**config.mk**
```make
export PLATFORM = sky130hd
export DESIGN_NAME = wb_unit
export DESIGN_NICKNAME = d
export VERILOG_FILES = /design/src/rtl/rv_pkg.sv /design/src/rtl/wb_fifo.sv /design/src/rtl/wb_unit.sv
export SDC_FILE = /design/constraint.sdc
export NUM_CORES = 1
export LEC_CHECK = 0
export ABC_AREA = 1
export ABC_CLOCK_PERIOD_IN_PS = 7200
export BUFFER_PORTS_ARGS = -buffer_cell sky130_fd_sc_hd__buf_4
export CORE_UTILIZATION = 66
export CTS_BUF_LIST = sky130_fd_sc_hd__clkbuf_8
export DETAILED_ROUTE_END_ITERATION = 16
export PLACE_DENSITY_LB_ADDON = 0.1
export SKIP_LAST_GASP = 1
export SYNTH_ARGS = -nofsm -noshare
export SYNTH_HDL_FRONTEND = slang
export SYNTH_SLANG_ARGS = --single-unit
```
**constraint.sdc**
```tcl
create_clock -name clk -period 7.2 [get_ports clk]
set_input_delay 1.44 -clock clk [delete_from_list [all_inputs] [get_ports clk]]
set_output_delay 1.44 -clock clk [all_outputs]
set_load 0.005 [all_outputs]
```
**src/rtl/rv_pkg.sv**
```systemverilog
// Shared core-wide widths and the write-back entry layout.
package rv_pkg;
    localparam int XLEN       = 32;
    localparam int REG_ADDR_W = 5;
    localparam int NUM_REGS   = 32;
    localparam int CNT_W      = 2;

    typedef logic [REG_ADDR_W-1:0] reg_addr_t;
    typedef logic [XLEN-1:0]       xlen_t;
    typedef logic [CNT_W-1:0]      pend_cnt_t;

    localparam pend_cnt_t CNT_MAX = '1;

    typedef struct packed {
        reg_addr_t rd;
        xlen_t     data;
    } wb_entry_t;
endpackage

```
**src/rtl/wb_fifo.sv**
```systemverilog
// Power-of-two FIFO with synchronous push/pop; pushes while full and pops while empty are ignored.
module wb_fifo #(
    parameter int DEPTH = 4,
    parameter int W     = 37
) (
    input  logic         i_clk,
    input  logic         i_rst,
    input  logic         i_push,
    input  logic [W-1:0] i_data,
    input  logic         i_pop,
    output logic [W-1:0] o_data,
    output logic         o_full,
    output logic         o_empty
);
    localparam int AW = $clog2(DEPTH);
    localparam logic [AW:0] FULL_CNT = (AW+1)'(DEPTH);

    logic [W-1:0]  r_mem [DEPTH];
    logic [AW-1:0] r_wr_ptr;
    logic [AW-1:0] r_rd_ptr;
    logic [AW:0]   r_count;
    logic          w_do_push;
    logic          w_do_pop;

    assign o_full    = (r_count == FULL_CNT);
    assign o_empty   = (r_count == '0);
    assign o_data    = r_mem[r_rd_ptr];
    assign w_do_push = i_push && !o_full;
    assign w_do_pop  = i_pop && !o_empty;

    // Pointers wrap naturally because DEPTH is a power of two.
    always_ff @(posedge i_clk) begin
        if (i_rst) begin
            r_wr_ptr <= '0;
            r_rd_ptr <= '0;
            r_count  <= '0;
        end else begin
            if (w_do_push) r_wr_ptr <= r_wr_ptr + 1'b1;
            if (w_do_pop)  r_rd_ptr <= r_rd_ptr + 1'b1;
            case ({w_do_push, w_do_pop})
                2'b10:   r_count <= r_count + 1'b1;
                2'b01:   r_count <= r_count - 1'b1;
                default: r_count <= r_count;
            endcase
        end
    end

    always_ff @(posedge i_clk) begin
        if (w_do_push) r_mem[r_wr_ptr] <= i_data;
    end
endmodule

```
**src/rtl/wb_unit.sv**
```systemverilog
// Write-back unit: arbitrates load/ALU results into a FIFO, drains one register-file
// write per cycle and tracks outstanding writes per register for decode stalls.
module wb_unit
    import rv_pkg::*;
#(
    parameter int DEPTH = 4
) (
    input  logic                  clk,
    input  logic                  rst,
    input  logic                  issue_valid,
    input  logic [REG_ADDR_W-1:0] issue_rd,
    output logic                  issue_ready,
    input  logic                  alu_valid,
    output logic                  alu_ready,
    input  logic [REG_ADDR_W-1:0] alu_rd,
    input  logic [XLEN-1:0]       alu_data,
    input  logic                  ld_valid,
    output logic                  ld_ready,
    input  logic [REG_ADDR_W-1:0] ld_rd,
    input  logic [XLEN-1:0]       ld_data,
    input  logic [REG_ADDR_W-1:0] rs1,
    input  logic [REG_ADDR_W-1:0] rs2,
    output logic                  stall,
    output logic                  wen,
    output logic [REG_ADDR_W-1:0] w_addr,
    output logic [XLEN-1:0]       w_data
);
    logic                w_full;
    logic                w_empty;
    logic                w_ld_acc;
    logic                w_alu_acc;
    logic                w_push;
    logic                w_inc;
    wb_entry_t           w_push_entry;
    wb_entry_t           w_head;
    logic [NUM_REGS-1:0] w_inc_vec;
    logic [NUM_REGS-1:0] w_dec_vec;

    pend_cnt_t r_cnt [NUM_REGS];
    logic      r_wen;
    reg_addr_t r_w_addr;
    xlen_t     r_w_data;

    // Load wins arbitration; nothing is accepted while the FIFO is full or in reset.
    assign ld_ready  = !rst && !w_full;
    assign alu_ready = !rst && !w_full && !ld_valid;
    assign w_ld_acc  = ld_valid && ld_ready;
    assign w_alu_acc = alu_valid && alu_ready;

    always_comb begin
        w_push       = 1'b0;
        w_push_entry = '{rd: alu_rd, data: alu_data};
        if (w_ld_acc) begin
            w_push       = (ld_rd != '0);
            w_push_entry = '{rd: ld_rd, data: ld_data};
        end else if (w_alu_acc) begin
            w_push = (alu_rd != '0);
        end
    end

    wb_fifo #(
        .DEPTH (DEPTH),
        .W     ($bits(wb_entry_t))
    ) u_fifo (
        .i_clk   (clk),
        .i_rst   (rst),
        .i_push  (w_push),
        .i_data  (w_push_entry),
        .i_pop   (!w_empty),
        .o_data  (w_head),
        .o_full  (w_full),
        .o_empty (w_empty)
    );

    always_ff @(posedge clk) begin
        if (rst) begin
            r_wen    <= 1'b0;
            r_w_addr <= '0;
            r_w_data <= '0;
        end else if (!w_empty) begin
            r_wen    <= 1'b1;
            r_w_addr <= w_head.rd;
            r_w_data <= w_head.data;
        end else begin
            r_wen    <= 1'b0;
        end
    end

    assign wen    = r_wen;
    assign w_addr = r_w_addr;
    assign w_data = r_w_data;

    assign issue_ready = !rst && !((issue_rd != '0) && (r_cnt[issue_rd] == CNT_MAX));
    assign w_inc       = issue_valid && issue_ready && (issue_rd != '0);
    assign stall       = ((rs1 != '0) && (r_cnt[rs1] != '0)) ||
                         ((rs2 != '0) && (r_cnt[rs2] != '0));

    // A commit against a zero counter is dropped rather than wrapping to 3.
    always_comb begin
        w_inc_vec = '0;
        w_dec_vec = '0;
        if (w_inc) w_inc_vec[issue_rd] = 1'b1;
        if (r_wen && (r_cnt[r_w_addr] != '0)) w_dec_vec[r_w_addr] = 1'b1;
    end

    always_ff @(posedge clk) begin
        for (int i = 0; i < NUM_REGS; i++) begin
            if (rst || (i == 0)) begin
                r_cnt[i] <= '0;
            end else if (w_inc_vec[i] && !w_dec_vec[i]) begin
                r_cnt[i] <= r_cnt[i] + 1'b1;
            end else if (w_dec_vec[i] && !w_inc_vec[i]) begin
                r_cnt[i] <= r_cnt[i] - 1'b1;
            end
        end
    end

    // Every committed write must have been issued first.
    always_ff @(posedge clk) begin
        if (!rst && r_wen) begin
            assert (r_cnt[r_w_addr] != '0);
        end
    end
endmodule

```
==> impl_metrics.toml, run 1 <==
[sta]
period_needed_ns = 4.433
setup_viol = 0
rsz0062_at_grt = "false"
relSlewSlack_pct = 13.53
tightest_slew_ns = 1.296
hold_slack_ns = 0.4575
finalHoldViolations = 0
min_period_over_period_pct = 61.57
slew_violations = 0
tns_ns = 0
fmax_mhz = 225.6
skew_ns = 0.02903

[finish]
synthToLayoutAreaGrowth_pct = 14.55
fin_nets = 1888
antenna_cells = 0
drive_gt1_share_pct = 12.23
fillers = 1458

[clock_tree]
cts_num_sinks = 255
cts_tree = "yes"
path_clk_slew_ns = 0.06
cts_buffers = 42
cts_setup_buffers = 0
ctsHoldBuffers = 0
cts_root_buffer = "clkbuf_8"
htree_levels = 2
insertion_delay_ns = 0.56
clock_path_buffers = 3
cts-resized-gates = 0

[logic_synthesis]
synthDominantCellAreaShare_pct = 46.06
yosysUniqueCellTypes = 31
syn_nets = 1777
postSynthAreaPerCell_sq_um = 8.159
synth_top_area_cell = "edfxtp_1"
ys_top_cells_by_area = "edfxtp_1 (46%), nand2_1 (12%), dfxtp_1 (6.6%), nor2_1 (5.9%), inv_1 (5.3%)"
synth_most_common_cell = "nand2_1"
syn_inst = 1678
yosysSeqAreaShare_pct = 52.64
synth_edf_count = 210
netlist_area_sq_mm = 0.01369
synth_flop_cell = "edfxtp_1"
async_flop_share_pct = 0
ys_ff_latch = 255
yosysWarnings = 0
synth_commonest_cells = "nand2_1 (430), nor2_1 (215), edfxtp_1 (210), inv_1 (192), o21ai_0 (142)"

[global_routing]
antenna_found_initial = 0
grt_first_pass_wirelength_mm = 58.11
track_usage_pct = 34.77
grt_pass1_vias = 11722
grt_max_degree = 109
grt_overflow = 0

[flow_run]
cap_violations = 0

[critical_path]
crit_top_cell = "nand2_1"
r2r_slack_ns = 4.07
crit_path_end_kind = "output pin"
crit_fanout = 39
crit_type = "in -> out"
cp-start-kind = "input port"
worst-path-buf-inv = 3
cp.required_ns = 5.76
cpMaxStageDelayCell = "buf_4"
path_cells = "buf_4 -> inv_2 -> nand2_1 -> nand2_1 -> nand2_1 -> nand2_1 -> nand2_1 -> nand2_1 -> nor2_1 -> nand2_1 -> a21oi_1 -> buf_4"
regToRegEndpoint = "r_cnt[15][0]$_DFFE_PP_"
cp.arrival_ns = 2.99
r2r-start = "w_addr[0]$_SDFFE_PP0P_"
rr_worst_depth = 13
cp_slowest_stage_delay_ns = 0.34
crit_start = "issue_rd[0]"
critPathTopFamily = "buffers and inverters"
path_depth = 12

[place]
hpwl_mm = 24.31
portBuffers = 135
gp_congestion = 0.9834

[routing]
drt-total-wl_mm = 36.67
wl_per_cell_microns = 17.52
vias = 12321
drcViolationCount = 0
ant_nets = 0
drt-pass1-iter-count = 6
via_per_inst = 5.887
drtIter0Drc = 1142

[floorplan]
core_area_sq_mm = 0.02030
rows = 52
die_area_sq_mm = 0.02132
io_pins = 136
die_w_microns = 146.0
die_h_microns = 146.0
initial_utilization_pct = 67.44

[min_path]
holdPathStages = 1
hold_start = "u_fifo.r_count[2]$_SDFFE_PP0P_"
hp-class = "reg -> reg"
whs_endpoint = "u_fifo.r_count[2]$_SDFFE_PP0P_"

[pwr]
peakVddDrop_mv = 0.2134
p_leak_uw = 0.006803
powerDensity_mw_per_mm2 = 305.7

[status]
status = "finished, final reports clean"
[where the power goes]
group	switching, uW	internal [uW]	leakage, uW	total (uW)
Clock	579	657	0.000464	1240
Sequential	248	1840	0.00237	2090
Combinational	931	536	0.00397	1470
[cell usage in the layout, fill, tap and decap left out, drive strengths merged, types with 2 or more instances in the layout]
cell type,count
a21o,2
a21oi,72
buf,148
clkbuf,48
clkinv,21
dfxtp,45
edfxtp,210
ha,4
inv,205
mux2i,37
nand2,430
nand3,106
nand4,56
nor2,216
nor3,15
o211ai,2
o21ai,155
o221ai,37
or2,6
xor2,2
[layer usage]
metal	routed length (microns)	up-vias	global-route usage [%]
met2	17840	590	58.23
met3	2646	143	5.781
li1	-	5889	-
met1	14090	5699	41.79
met4	2092	0	22.81
met5	0	-	0
[flip-flops by register name, summed over array words and instances (netlist names)]
| name | cells |
|---|---|
| r_cnt | 62 |
| u_fifo.r_mem | 148 |
| w_addr | 5 |
| u_fifo.r_rd_ptr | 2 |
| w_data | 32 |
| u_fifo.r_count | 3 |
| wen | 1 |
| u_fifo.r_wr_ptr | 2 |
[cells by family (layout without fill, tap and decap cells)]
group / count (synthesis) / in the layout / synth area share [%]
AO/OA/AOI/OAI: 269 / 269 / 11.02
XOR/XNOR: 3 / 3 / 0.1920
adder cells (fa/ha/maj): 5 / 5 / 0.5118
buffers and inverters: 278 / 423 / 7.841
flip-flops: 255 / 255 / 52.64
multiplexers: 37 / 37 / 2.705
AND/OR/NAND/NOR: 831 / 831 / 25.09
[worst max-delay path by stage]
stage,end
after floorplan,u_fifo.r_mem[0][0]$_DFFE_PP_
after global placement,issue_ready
after detailed placement,r_cnt[4][0]$_DFFE_PP_
after CTS,issue_ready
after global routing,issue_ready
final,issue_ready
[worst reg2reg max path: stages (launching register included)]
cell and delay [ns]:
dfxtp_1 0.41, nand2_1 0.24, inv_1 0.35, nand2_1 0.15
nand2_1 0.06, nor2_1 0.09, nor2_1 0.05, nor2_1 0.14
nand2_1 0.12, o21ai_4 0.70, nor2_1 0.20, inv_1 0.11
nand2_1 0.09, nand3_1 0.13
[stage by stage]
stage,power (uW),utilization (%),instances,setup WS (ns),instance area (sq um)
after CTS,4776,77.26,2093,2.806,15680
after detailed placement,3540,73.14,2015,2.773,14850
after global placement,3489,73.14,2015,2.796,14850
after global routing,5040,77.26,2093,2.609,15680
final,4794,77.26,2093,2.767,15680
after floorplan,2956,-,1678,2.824,13690
[area by class of cell]
| type | count | area, sq um | area share, % |
|---|---|---|---|
| multi-input cells | 1145 | 5445 | 34.72 |
| inverters | 197 | 742.0 | 4.731 |
| well taps | 270 | 337.8 | 2.154 |
| repair buffers | 148 | 1111 | 7.085 |
| clock buffers | 48 | 660.6 | 4.213 |
| clock inverters | 30 | 173.9 | 1.109 |
| flip-flops and latches | 255 | 7212 | 45.99 |
No activity file was read; power rests on OpenSTA's default activity.
==> run 2, diff against run 1 <==
--- a/config.mk
+++ b/config.mk
@@ -6,9 +6,9 @@
 export NUM_CORES = 1
 export LEC_CHECK = 0
 export ABC_AREA = 1
-export ABC_CLOCK_PERIOD_IN_PS = 7200
+export ABC_CLOCK_PERIOD_IN_PS = 4600
 export BUFFER_PORTS_ARGS = -buffer_cell sky130_fd_sc_hd__buf_4
-export CORE_UTILIZATION = 66
+export CORE_UTILIZATION = 62
 export CTS_BUF_LIST = sky130_fd_sc_hd__clkbuf_8
 export DETAILED_ROUTE_END_ITERATION = 16
 export PLACE_DENSITY_LB_ADDON = 0.1
==> constraint.sdc (replaced) <==
create_clock -name clk -period 4.6 [get_ports clk]
set_input_delay 0.92 -clock clk [delete_from_list [all_inputs] [get_ports clk]]
set_output_delay 0.92 -clock clk [all_outputs]
set_load 0.005 [all_outputs]
==> run 2 against run 1 <==
Against the previous run:
- hold slack improved by 0.0033 ns
- total power increased by 58%
- first-iteration DRC count decreased by 14%
- design area increased by 0.69%
- flip-flop and latch count unchanged
- sequential share of layout area decreased by 0.31 points
- utilization decreased by 4.7 points
- via count decreased by 1.9%
- critical endpoint unchanged
- highest routed layer unchanged
==> impl_metrics.toml, run 2 (synthesis gave the netlist of run 1 again) <==
[status]
status = "finished, final reports clean"

[critical_path]
worst-path-buf-inv = 3
r2r-start = "w_addr[0]$_SDFFE_PP0P_"
crit_start = "issue_rd[0]"
crit_path_end_kind = "output pin"
cpMaxStageDelayCell = "buf_4"
cp.required_ns = 3.68
critPathTopFamily = "buffers and inverters"
crit_top_cell = "nand2_1"
cp_slowest_stage_delay_ns = 0.35
rr_worst_depth = 13
setup.worst_path.end = "issue_ready"
crit_fanout = 39
regToRegEndpoint = "r_cnt[17][0]$_DFFE_PP_"
r2r_slack_ns = 1.36
cp-start-kind = "input port"
crit_type = "in -> out"
path_depth = 12
path_cells = "buf_4 -> inv_2 -> nand2_1 -> nand2_1 -> nand2_1 -> nand2_1 -> nand2_1 -> nand2_1 -> nor2_1 -> nand2_1 -> a21oi_1 -> buf_4"
cp.arrival_ns = 2.60

[routing]
drt-pass1-iter-count = 6
drtIter0Drc = 986
ant_nets = 0
drcViolationCount = 0
vias = 12087
wl_per_cell_microns = 17.25
drt-total-wl_mm = 36.45
via_per_inst = 5.720

[pwr]
peakVddDrop_mv = 0.3332
internal-power_uw = 4799
powerDensity_mw_per_mm2 = 478.2
p_seq_share_pct = 41.9
p_sw_uw = 2752
pwr-share-comb_pct = 32.1
clkPwrFrac_pct = 26.0
switching_share_pct = 36.44
p_leak_uw = 0.006892

[place]
placed_area_sq_mm = 0.01494
gp_congestion = 1.010
portBuffers = 135
hpwl_mm = 24.96

[global_routing]
grt_max_degree = 82
grt_overflow = 0
track_usage_pct = 32.33
antenna_found_initial = 0
grt_first_pass_wirelength_mm = 56.31
grt_pass1_vias = 11053

[clock_tree]
cts-resized-gates = 0
cts_buffers = 42
cts_num_sinks = 255
ctsHoldBuffers = 0
cts_root_buffer = "clkbuf_8"
htree_levels = 2
cts_tree = "yes"
insertion_delay_ns = 0.55
cts_setup_buffers = 0
clock_path_buffers = 3
path_clk_slew_ns = 0.06

[sta]
period_needed_ns = 3.520
tns_ns = 0
skew_ns = 0.02894
setup_viol = 0
slew_violations = 0
finalHoldViolations = 0
fmax_mhz = 284.1
relSlewSlack_pct = 33.16
tightest_slew_ns = 1.003
min_period_over_period_pct = 76.52
rsz0062_at_grt = "false"

[floorplan]
core_area_sq_mm = 0.02176
die_w_microns = 150.6
die_area_sq_mm = 0.02268
io_pins = 136
die_h_microns = 150.6
initial_utilization_pct = 62.93
rows = 54

[finish]
synthToLayoutAreaGrowth_pct = 15.34
stdcell_area_sq_mm = 0.01579
antenna_cells = 0
fin_nets = 1898
layout_common_cells = "nand2_1 (429), inv_1 (210), nor2_1 (210), edfxtp_1 (210), buf_4 (158)"
final_common_cell = "nand2_1"
largest_reg_flops = 148
regMostFlops = "u_fifo.r_mem"
fillers = 1709
drive_gt1_share_pct = 12.66

[flow_run]
cap_violations = 0

[min_path]
hp-class = "reg -> reg"
[run 2: changes by cell type in the layout (fill, tap and decap cells not counted), moves of 3 or more]
cell / change
buf_4: +10
clkbuf_8: +3
clkinv_1: -9
clkinv_2: -3
inv_1: +10
[run 2: per-layer routing]
layer  GRT usage [%]  vias to the layer above  wire length, microns
met1           39.60                     5497                 14250
met5               0                        -                     0
met4           16.20                        0                  1724
met2           54.88                      558                 17550
li1                -                     5905                     -
met3           5.818                      127                  2926
[run 2: area by class of cell]
class	count	area [sq um]	area share, %
clock inverter	27	152.6	0.9667
multi-input combinational	1145	5445	34.49
sequential	255	7212	45.67
timing repair buffer	158	1186	7.512
inverter	197	742.0	4.699
clock buffer	51	701.9	4.445
tap	280	350.3	2.219
[run 2: per-stage QoR]
stage	total power [uW]	util [%]	worst slack (ns)	hold slack, ns	instances
after floorplan	4627	-	0.7440	0.4282	1678
after global placement	5526	68.65	1.026	0.4402	2035
after detailed placement	5593	68.65	0.9127	0.4525	2035
after CTS	7551	72.58	1.124	0.4604	2113
after global routing	7967	72.58	0.8798	0.4928	2113
final	7551	72.58	1.080	0.4608	2113
[run 2: worst register-to-register path: cells and delay by family, from the launching register on]
| family | cells | cell delay [ns] |
|---|---|---|
| buf+inv | 2 | 0.48 |
| flops | 1 | 0.43 |
| compound gates | 1 | 0.75 |
| simple gates | 10 | 1.27 |
[run 2: worst min-delay path by stage]
stage	to	slack (ns)	depth (start not counted)	startpoint
2_1_floorplan	u_fifo.r_count[2]$_SDFFE_PP0P_	0.43	1	u_fifo.r_count[2]$_SDFFE_PP0P_
3_3_place_gp	u_fifo.r_count[2]$_SDFFE_PP0P_	0.44	1	u_fifo.r_count[2]$_SDFFE_PP0P_
3_5_place_dp	u_fifo.r_count[2]$_SDFFE_PP0P_	0.45	1	u_fifo.r_count[2]$_SDFFE_PP0P_
4_1_cts	u_fifo.r_count[2]$_SDFFE_PP0P_	0.46	1	u_fifo.r_count[2]$_SDFFE_PP0P_
5_1_grt	u_fifo.r_count[2]$_SDFFE_PP0P_	0.49	1	u_fifo.r_count[2]$_SDFFE_PP0P_
6_report	u_fifo.r_count[2]$_SDFFE_PP0P_	0.46	1	u_fifo.r_count[2]$_SDFFE_PP0P_
[run 2: power by group through the flow]
stage          combinational (uW)  clock (uW)  sequential [uW]
6_report                     2420        1960             3170
5_1_grt                      2690        2080             3190
4_1_cts                      2410        1990             3160
3_5_place_dp                 2400           0             3200
3_3_place_gp                 2330           0             3190
2_1_floorplan                1540           0             3090
==> run 3, diff against run 2 <==
--- a/config.mk
+++ b/config.mk
@@ -6,9 +6,9 @@
 export NUM_CORES = 1
 export LEC_CHECK = 0
 export ABC_AREA = 1
-export ABC_CLOCK_PERIOD_IN_PS = 4600
+export ABC_CLOCK_PERIOD_IN_PS = 2900
 export BUFFER_PORTS_ARGS = -buffer_cell sky130_fd_sc_hd__buf_4
-export CORE_UTILIZATION = 62
+export CORE_UTILIZATION = 56
 export CTS_BUF_LIST = sky130_fd_sc_hd__clkbuf_8
 export DETAILED_ROUTE_END_ITERATION = 16
 export PLACE_DENSITY_LB_ADDON = 0.1
==> constraint.sdc (replaced) <==
create_clock -name clk -period 2.9 [get_ports clk]
set_input_delay 0.58 -clock clk [delete_from_list [all_inputs] [get_ports clk]]
set_output_delay 0.58 -clock clk [all_outputs]
set_load 0.005 [all_outputs]
==> run 3 against run 2 <==
Against the previous run:
- register-to-register slack got worse by 1.2 ns
- utilization fell by 3.8 points
- non-clock buffer count rose by 55
- sequential power rose by 60%
- clock skew rose by 0.0090 ns
- sequential share of layout area fell by 1.5 points
- hold slack got worse by 0.20 ns
- design area rose by 3.4%
- critical path depth rose by 2
- largest cell class unchanged
==> impl_metrics.toml, run 3 (synthesis gave the netlist of run 1 again) <==
[critical_path]
crit_top_cell = "nor2_1"
setup.worst_path.end = "r_cnt[4][0]$_DFFE_PP_"
crit_path_end_kind = "flop"
r2r_slack_ns = 0.14
path_cells = "nor2_1 -> buf_4 -> nand2_1 -> nand2_1 -> nor2_1 -> nor2_1 -> nor2_1 -> nand2_1 -> nor2_1 -> nor2_2 -> buf_4 -> nand2_1 -> nand3_1 -> nand3_1"
critPathTopFamily = "simple AND/OR/NAND/NOR gates"
regToRegEndpoint = "r_cnt[4][0]$_DFFE_PP_"
cp.required_ns = 3.15
cp-start-kind = "flop"
cp.arrival_ns = 3.02
cp_slowest_stage_delay_ns = 0.58
crit_type = "reg -> reg"
crit_start = "w_addr[0]$_SDFFE_PP0P_"
cpMaxStageDelayCell = "dfxtp_1"
rr_worst_depth = 14
path_depth = 14
crit_fanout = 9
worst-path-buf-inv = 2
r2r-start = "w_addr[0]$_SDFFE_PP0P_"

[sta]
fmax_mhz = 362.2
skew_ns = 0.03796
tns_ns = 0
relSlewSlack_pct = 53.19
min_period_over_period_pct = 95.20
setup_viol = 0
slew_violations = 0
hold_slack_ns = 0.2652
finalHoldViolations = 0
tightest_slew_ns = 0.7014
period_needed_ns = 2.761

[clock_tree]
insertion_delay_ns = 0.58
path_clk_slew_ns = 0.06
htree_levels = 2
cts_tree = "yes"
cts_buffers = 43
cts_num_sinks = 255
ctsHoldBuffers = 0
cts_root_buffer = "clkbuf_8"
clock_path_buffers = 3

[finish]
largest_reg_flops = 148
layout_common_cells = "nand2_1 (429), nor2_1 (210), edfxtp_1 (210), inv_1 (208), buf_4 (208)"
regMostFlops = "u_fifo.r_mem"
drive_gt1_share_pct = 15.35
fin_nets = 1954
final_common_cell = "nand2_1"
antenna_cells = 0
synthToLayoutAreaGrowth_pct = 19.27

[pwr]
powerDensity_mw_per_mm2 = 749.7
peakVddDrop_mv = 0.4709
p_leak_uw = 0.007171

[routing]
drtIter0Drc = 1061
wl_per_cell_microns = 16.95
ant_nets = 0
drt-total-wl_mm = 37.43
drcViolationCount = 0
vias = 12378
via_per_inst = 5.606
drt-pass1-iter-count = 6

[place]
gp_congestion = 0.9980
hpwl_mm = 25.33
portBuffers = 135

[floorplan]
die_area_sq_mm = 0.02508
rows = 56
initial_utilization_pct = 57.64
core_area_sq_mm = 0.02375
die_h_microns = 158.4
io_pins = 136
die_w_microns = 158.4

[global_routing]
grt_max_degree = 161
grt_overflow = 0
track_usage_pct = 30.31
antenna_found_initial = 0
grt_pass1_vias = 11812
grt_first_pass_wirelength_mm = 58.58

[status]
status = "finished, final reports clean"

[min_path]
hp-class = "in -> reg"

[flow_run]
cap_violations = 0
==> run 3: changes by cell type in the layout (fill, tap and decap cells not counted), moves of 2 or more <==
cell      delta
buf_12       +5
clkbuf_8     +3
or2_2        -2
inv_1        -2
or2_4        +2
buf_4       +50
==> run 3: repair_timing <==
item,CTS,global route
endpoints found under the setup margin,0,1
resized for setup,0,2
setup buffers,0,5
==> run 3: layout make-up <==
class / instances / area, sq um
timing repair buffer: 213 / 1662
tap: 319 / 399.1
inverter: 197 / 742.0
multi-input combinational: 1145 / 5450
clock buffer: 54 / 743.2
clock inverter: 25 / 120.1
fill: 1921 / 7425
sequential: 255 / 7212
==> run 3: power breakdown <==
group	switching [uW]	internal, uW
clock network	1460	1690
logic	2470	1550
registers	502	4570
total	4430	7810
==> run 3: worst min-delay path by stage <==
stage / cells after the start / endpoint / startpoint / slack, ns
floorplan: 1 / u_fifo.r_count[2]$_SDFFE_PP0P_ / u_fifo.r_count[2]$_SDFFE_PP0P_ / 0.43
global placement: 1 / u_fifo.r_count[2]$_SDFFE_PP0P_ / u_fifo.r_count[2]$_SDFFE_PP0P_ / 0.45
detailed placement: 1 / u_fifo.r_count[2]$_SDFFE_PP0P_ / u_fifo.r_count[2]$_SDFFE_PP0P_ / 0.48
CTS: 2 / wen$_SDFF_PP0_ / rst / 0.24
global route: 2 / wen$_SDFF_PP0_ / rst / 0.24
finish: 2 / wen$_SDFF_PP0_ / rst / 0.27
==> run 3: routing by layer <==
layer	vias up	GRT usage, %	share of wire [%]
li1	6012	-	-
met1	5761	36.72	40
met2	498	52.03	49
met3	107	6.315	7.5
met4	0	13.51	3.8
met5	-	0	0
==> run 3: stage by stage <==
| step | utilization [%] | worst slack, ns | instances | cell area [sq um] | power, uW |
|---|---|---|---|---|---|
| after detailed placement | 64.93 | 0.1615 | 2124 | 15420 | 9121 |
| after CTS | 68.56 | 0.09128 | 2203 | 16290 | 12260 |
| after floorplan | - | -0.03985 | 1678 | 13700 | 7339 |
| after global routing | 68.74 | -0.002873 | 2208 | 16330 | 12940 |
| final | 68.74 | 0.1393 | 2208 | 16330 | 12240 |
| after global placement | 64.93 | 0.2118 | 2124 | 15420 | 8993 |
